[src/rtl/fxp_block_avg.sv]
// fxp_block_avg: streaming mean and peak over blocks of 2^LOG2_N unsigned samples.
// FXP_AVG_ROUND_EN selects round-half-up division; undefined truncates.
module fxp_block_avg #(
    parameter int IN_W   = 4,
    parameter int FRAC   = 1,
    parameter int LOG2_N = 3
) (
    input  logic            clk,
    input  logic            rst,
    input  logic            clr,
    input  logic            in_valid,
    input  logic [IN_W-1:0] in_data,
    output logic            in_ready,
    output logic            out_valid,
    input  logic            out_ready,
    output logic [IN_W-1:0] out_avg,
    output logic [IN_W-1:0] out_peak
);
    localparam int A_W = IN_W + LOG2_N;
`ifdef FXP_AVG_ROUND_EN
    localparam logic [A_W-1:0] RND = A_W'(1 << (LOG2_N - 1));
`else
    localparam logic [A_W-1:0] RND = '0;
`endif
    typedef enum logic {ACC, OUT} state_t;
    state_t state;
    logic [A_W-1:0] acc, acc_nxt;
    logic [LOG2_N-1:0] cnt;
    logic [IN_W-1:0] peak, peak_nxt, avg_nxt;
    if (LOG2_N < 1 || LOG2_N > 8 || FRAC > IN_W) begin : g_bad_cfg
        $error("fxp_block_avg: illegal LOG2_N/FRAC");
    end
    // the sum of N samples of at most 2^IN_W-1 plus the rounding half fits in A_W bits
    always_comb begin
        acc_nxt  = acc + A_W'(in_data);
        peak_nxt = in_data > peak ? in_data : peak;
        avg_nxt  = IN_W'((acc_nxt + RND) >> LOG2_N);
    end
    always_ff @(posedge clk) begin
        if (rst) begin
            state     <= ACC;
            acc       <= '0;
            cnt       <= '0;
            peak      <= '0;
            in_ready  <= 1'b1;
            out_valid <= 1'b0;
            out_avg   <= '0;
            out_peak  <= '0;
        end else if (state == ACC) begin
            if (clr) begin
                acc  <= '0;
                cnt  <= '0;
                peak <= '0;
            end else if (in_valid) begin
                if (&cnt) begin
                    out_avg   <= avg_nxt;
                    out_peak  <= peak_nxt;
                    acc       <= '0;
                    cnt       <= '0;
                    peak      <= '0;
                    state     <= OUT;
                    in_ready  <= 1'b0;
                    out_valid <= 1'b1;
                end else begin
                    acc  <= acc_nxt;
                    cnt  <= cnt + LOG2_N'(1);
                    peak <= peak_nxt;
                end
            end
        end else if (out_ready) begin
            state     <= ACC;
            in_ready  <= 1'b1;
            out_valid <= 1'b0;
        end
    end
endmodule

[config.mk]
export PLATFORM = sky130hd
export DESIGN_NAME = fxp_block_avg
export DESIGN_NICKNAME = d
export VERILOG_FILES = /design/src/rtl/fxp_block_avg.sv
export SDC_FILE = /design/constraint.sdc
export NUM_CORES = 1
export LEC_CHECK = 0
export CELL_PAD_IN_SITES_DETAIL_PLACEMENT = 1
export CELL_PAD_IN_SITES_GLOBAL_PLACEMENT = 1
export CORE_MARGIN = 4
export CORE_UTILIZATION = 40
export DETAILED_ROUTE_END_ITERATION = 8
export GPL_TIMING_DRIVEN = 0
export MAX_ROUTING_LAYER = met4
export PLACE_DENSITY = 0.81
export SLEW_MARGIN = 20
export SYNTH_ARGS = -nofsm -noshare
export SYNTH_HDL_FRONTEND = slang
export SYNTH_SLANG_ARGS = --single-unit
[constraint.sdc]
create_clock -name clk -period 2.4 [get_ports clk]
set_input_delay 0.72 -clock clk [delete_from_list [all_inputs] [get_ports clk]]
set_output_delay 0.72 -clock clk [all_outputs]
set_load 0.005 [all_outputs]
Yosys cells after proc, flatten, opt, wreduce, memory -nomap -nowiden

Index checks and enable logic that the tools add are counted.
W data, S select, Z words.

Add/subtract/negate cells: 2
$mul: 0
Div/mod/pow operators: 0
Magnitude comparators: 1
Equality and inequality tests: 2
Shift operators: 0
Mux-type cells: 25
Bitwise gates (word level): 2
Reductions and logical operators: 7

Operators by type and width:

| operator              | number |
|---|---|
| $mux W7               | 3 |
| $mux W4               | 4 |
| $mux W1               | 15 |
| $mux W3               | 3 |
| $add A7 B4 Y7         | 1 |
| $reduce_and A6 Y1     | 1 |
| $reduce_bool A2 Y1    | 3 |
| $gt A4 B4 Y1          | 1 |
| $reduce_and A4 Y1     | 1 |
| $add A3 B1 Y3 const B | 1 |
| $reduce_and A3 Y1     | 1 |
| $ne A2 B1 Y1 const B  | 1 |
| $ne A2 B2 Y1 const B  | 1 |
| $not A1 Y1            | 2 |
| $reduce_and A2 Y1     | 1 |

Register bits: 25
Latch bits: 0
Memory bits (writable): 0
Bits in read-only memories: 0
Output and inout bits: 10
Memories kept: 0

Logic depth before layout (Yosys ltp)

Depth in word-level cells: 5
Gate-level depth with buffers: 8

Least setup slack after synthesis

No wires, ideal clock.

Path type: input to register
From: input port in_data[0]
To: register out_avg[1]
Setup time: 0.075 ns
Arrival: 2.147 ns
Required time: 2.325 ns
Slack: 0.178 ns
Stages on the path: 8
Cell sequence: ha_1 > inv_1 > fa_1 > nor2b_1 > o21ai_1 > and2_1 > or3_1 > a31oi_1

Cells in the longest elaborated chain, start to end: 1

Ends and longest elaborated chain:

| what                 | RTL line | source |
|---|---|---|
| from (decl)          | 12       | `input logic [IN_W-1:0] in_data,` |
| $add A7 B4 Y7        | 35       | `acc_nxt = acc + A_W'(in_data);` |
| to (signal assigned) | 56       | `out_avg <= avg_nxt;` |
| to (decl)            | 16       | `output logic [IN_W-1:0] out_avg,` |

Every way passes these cells.
A chain may end at the register's enable or synchronous reset.

Worst setup path in the final report

From: input port in_data[3]
To: register out_peak[1]

Cells in the longest elaborated chain, start to end: 2

Ends and longest elaborated chain:

| what                 | RTL line | source |
|---|---|---|
| $gt A4 B4 Y1         | 36       | `peak_nxt = in_data > peak ? in_data : peak;` |
| $mux W4              | 36       |  |
| to (signal assigned) | 57       | `out_peak <= peak_nxt;` |
| to (decl)            | 17       | `output logic [IN_W-1:0] out_peak` |

Every way passes these cells.

==> results_dict.tcl <==
set metrics [dict create \
    outcome "finished, final reports clean" \
    grt.total_usage_pct 17.3 \
    grt-ovfl-total 0 \
    dominantRegCellSynth "dfxtp_1" \
    reg2reg_from "acc[0]" \
    core_area_um2 3100 \
    drt_wl_total_mm 3.28 \
    syn_area_per_cell_um2 9.23 \
    die_width_um 65.4 \
    h-tree-depth 1 \
    hold_viol_final 0 \
    top_layer_used "met4" \
    cp_max_fo 6 \
    insertion_delay_ns 0.33 \
    ys_seq_elements 25 \
    synthCells 143 \
    io_buffers 18 \
    setup_tns_ns 0 \
    grt_pass1_vias 1291 \
    rsz0062_at_grt "false" \
    maxCapViolCount 0 \
    leakagePower_uw 0.000582 \
    synthTopCellsByArea "dfxtp_1 38%, ha_1 9.5%, nor2_1 4.8%" \
    finalInstanceArea_um2 1610 \
    vias 1127 \
    path_class "primary input to register" \
    antenna_found_initial 0 \
    rows 20 \
    ir_drop_mv 0.300 \
    wl_met2_mm 1.66 \
    synthDistinctLibCells 39 \
    numCtsBuffers 3 \
    cp-start-kind "primary input" \
    grt_pass1_wl_mm 5.62 \
    place_hpwl_mm 2.62 \
    tightestPinTransition_ns 0.501 \
    reg2reg_depth 8 \
    clock-sinks 25 \
    finClkSkew_ns 0.00210 \
    fmax_mhz 432 \
    wl_met3_um 80 \
    area_growth_pct 21.6 \
    gp_congestion 0.750 \
    syn_area_um2 1320 \
    drt_iter0_drc 44 \
    post-route-util_pct 51.7 \
    cts_root_buf "clkbuf_4" \
    r2r_end "out_avg[1]" \
    dpl_cell_area_um2 1560 \
    fp.dieArea_um2 4280 \
    synth_most_common_cell "dfxtp_1" \
    synth-edff-count 0 \
    postRouteAntennaNets 0 \
    timing.final.crit_share_pct 96.4 \
    cp.arrival_ns 2.52 \
    yosys.area.top_type_share_pct 37.9 \
    synth_common_cells "25 x dfxtp_1, 17 x nor2_1, 10 x ha_1" \
    cp.required_ns 2.61 \
    synth_seq_area_share_pct 37.9 \
    cp-end-kind "register" \
    synth_top_area_cell "dfxtp_1" \
    detail_route.wl_per_cell_um 15.6 \
    slew_violations 0 \
    syn_nets 163 \
    nets 187 \
    hp-start "out_avg[0]" \
    hold_ws_ns 0.480 \
    drive_above_1_share_pct 8.43 \
    diodes 0 \
    viasPerCell 5.37 \
    die_y_um 65.4 \
    hp-class "register to register" \
    cts_tree "yes" \
    grt_max_degree 14 \
    clkTransAtPathRegs_ns 0.13 \
    r2r_slack_ns 0.37 \
    whs_path_depth 2 \
    finalSetupViolCount 0 \
    first_pass_iters 4 \
    place_inst 205 \
    route.detailed.drc 0 \
    layout.cells.non_filler 210 \
    met1_length_mm 1.45 \
    cts_buffer_depth 2 \
    start_util_pct 42.5 \
    min_period_ns 2.31 \
    relSlewSlack_pct 66.6 \
    ioPinCount 19 \
    powerDensity_nw_per_um2 454 \
    synthArstFlopShare_pct 0 \
    min_to "out_avg[0]" \
    ys_warn_count 0 \
]
[kinds of logic after synthesis]
family / Yosys count / synth area share, %
adders and majority gates: 11 / 11.0
muxes: 4 / 3.03
buffers and inverters: 14 / 5.12
and+or+nand+nor: 47 / 19.1
AOI/OAI and AO/OA: 39 / 21.9
DFF: 25 / 37.9
xor gates and xnor gates: 3 / 1.99
[placed cells by master, fill, tap and decap left out, types with 2 or more instances in the layout]
master / synthesis / final
a211oi_1: 6 / 6
a211oi_2: 3 / 3
a21oi_1: 8 / 8
a221o_1: 2 / 2
a22oi_1: 5 / 5
a31oi_1: 2 / 2
and4_1: 2 / 2
buf_4: 1 / 2
clkbuf_1: 4 / 5
clkbuf_4: 0 / 3
clkdlybuf4s50_1: 0 / 15
dfxtp_1: 25 / 25
ha_1: 10 / 8
inv_1: 8 / 8
mux2i_1: 4 / 4
nand2_1: 7 / 7
nand2b_1: 5 / 5
nand3_1: 2 / 2
nor2_1: 17 / 17
nor2b_1: 3 / 3
o21ai_0: 3 / 2
o21ai_1: 1 / 2
o32ai_1: 4 / 4
or3_1: 3 / 3
xnor2_1: 2 / 2
[worst max path at each step]
stage / from / to / slack (ns) / cells after the start
floorplan: in_data[0] / out_avg[1] / 0.18 / 8
global placement: in_data[0] / acc[6] / -0.52 / 9
detailed placement: in_data[0] / acc[6] / -0.57 / 9
CTS: in_data[2] / out_avg[1] / 0.05 / 7
global route: in_data[0] / out_avg[1] / 0.01 / 9
finish: in_data[3] / out_peak[1] / 0.09 / 6
[flip-flops by register name (all words and copies together) (netlist names)]
signal	cells
acc	7
out_valid	1
cnt	3
out_peak	4
peak	4
state	1
in_ready	1
out_avg	4
[final cells by class]
class,instances,area [µm²]
fill,388,1500
multi-input combinational,104,767
sequential,25,500
timing repair buffer,19,189
tap,44,55.1
buffer,6,37.5
inverter,8,30.0
clock buffer,4,26.3
[report_power, final]
group / leakage, µW / internal (µW) / switching (µW)
Clock: 0.0000150 / 65.3 / 129
Sequential: 0.000202 / 421 / 5.08
Combinational: 0.000365 / 47.8 / 61.1
Total: 0.000582 / 534 / 195
[critical path, cell delays in order]
cell and delay (ns):
clkdlybuf4s50_1 0.50, ha_1 0.37, and4_1 0.22, a21oi_2 0.31, mux2i_1 0.30, a211oi_2 0.10
[metal layers]
| layer | vias to the layer above | global-route usage (%) |
|---|---|---|
| li1 | 561 | - |
| met1 | 538 | 18.6 |
| met2 | 17 | 30.1 |
| met3 | 11 | 4.62 |
| met4 | 0 | 6.74 |
| met5 | - | - |
[what timing repair did]
item / in CTS / in global routing
gates resized for setup: 3 / 4
hold buffers: 0 / 0
setup endpoints to repair: 4 / 5
pin swaps: 0 / 1
buffers inserted: 0 / 1
[metrics by stage]
| step | power, µW | setup slack, ns |
|---|---|---|
| finish | 730 | 0.0869 |
| global route | 769 | 0.0136 |
| CTS | 731 | 0.0487 |
| detailed placement | 542 | -0.566 |
| global placement | 535 | -0.521 |
| floorplan | 503 | 0.178 |
Note: power is estimated with default switching activity, not from simulation.
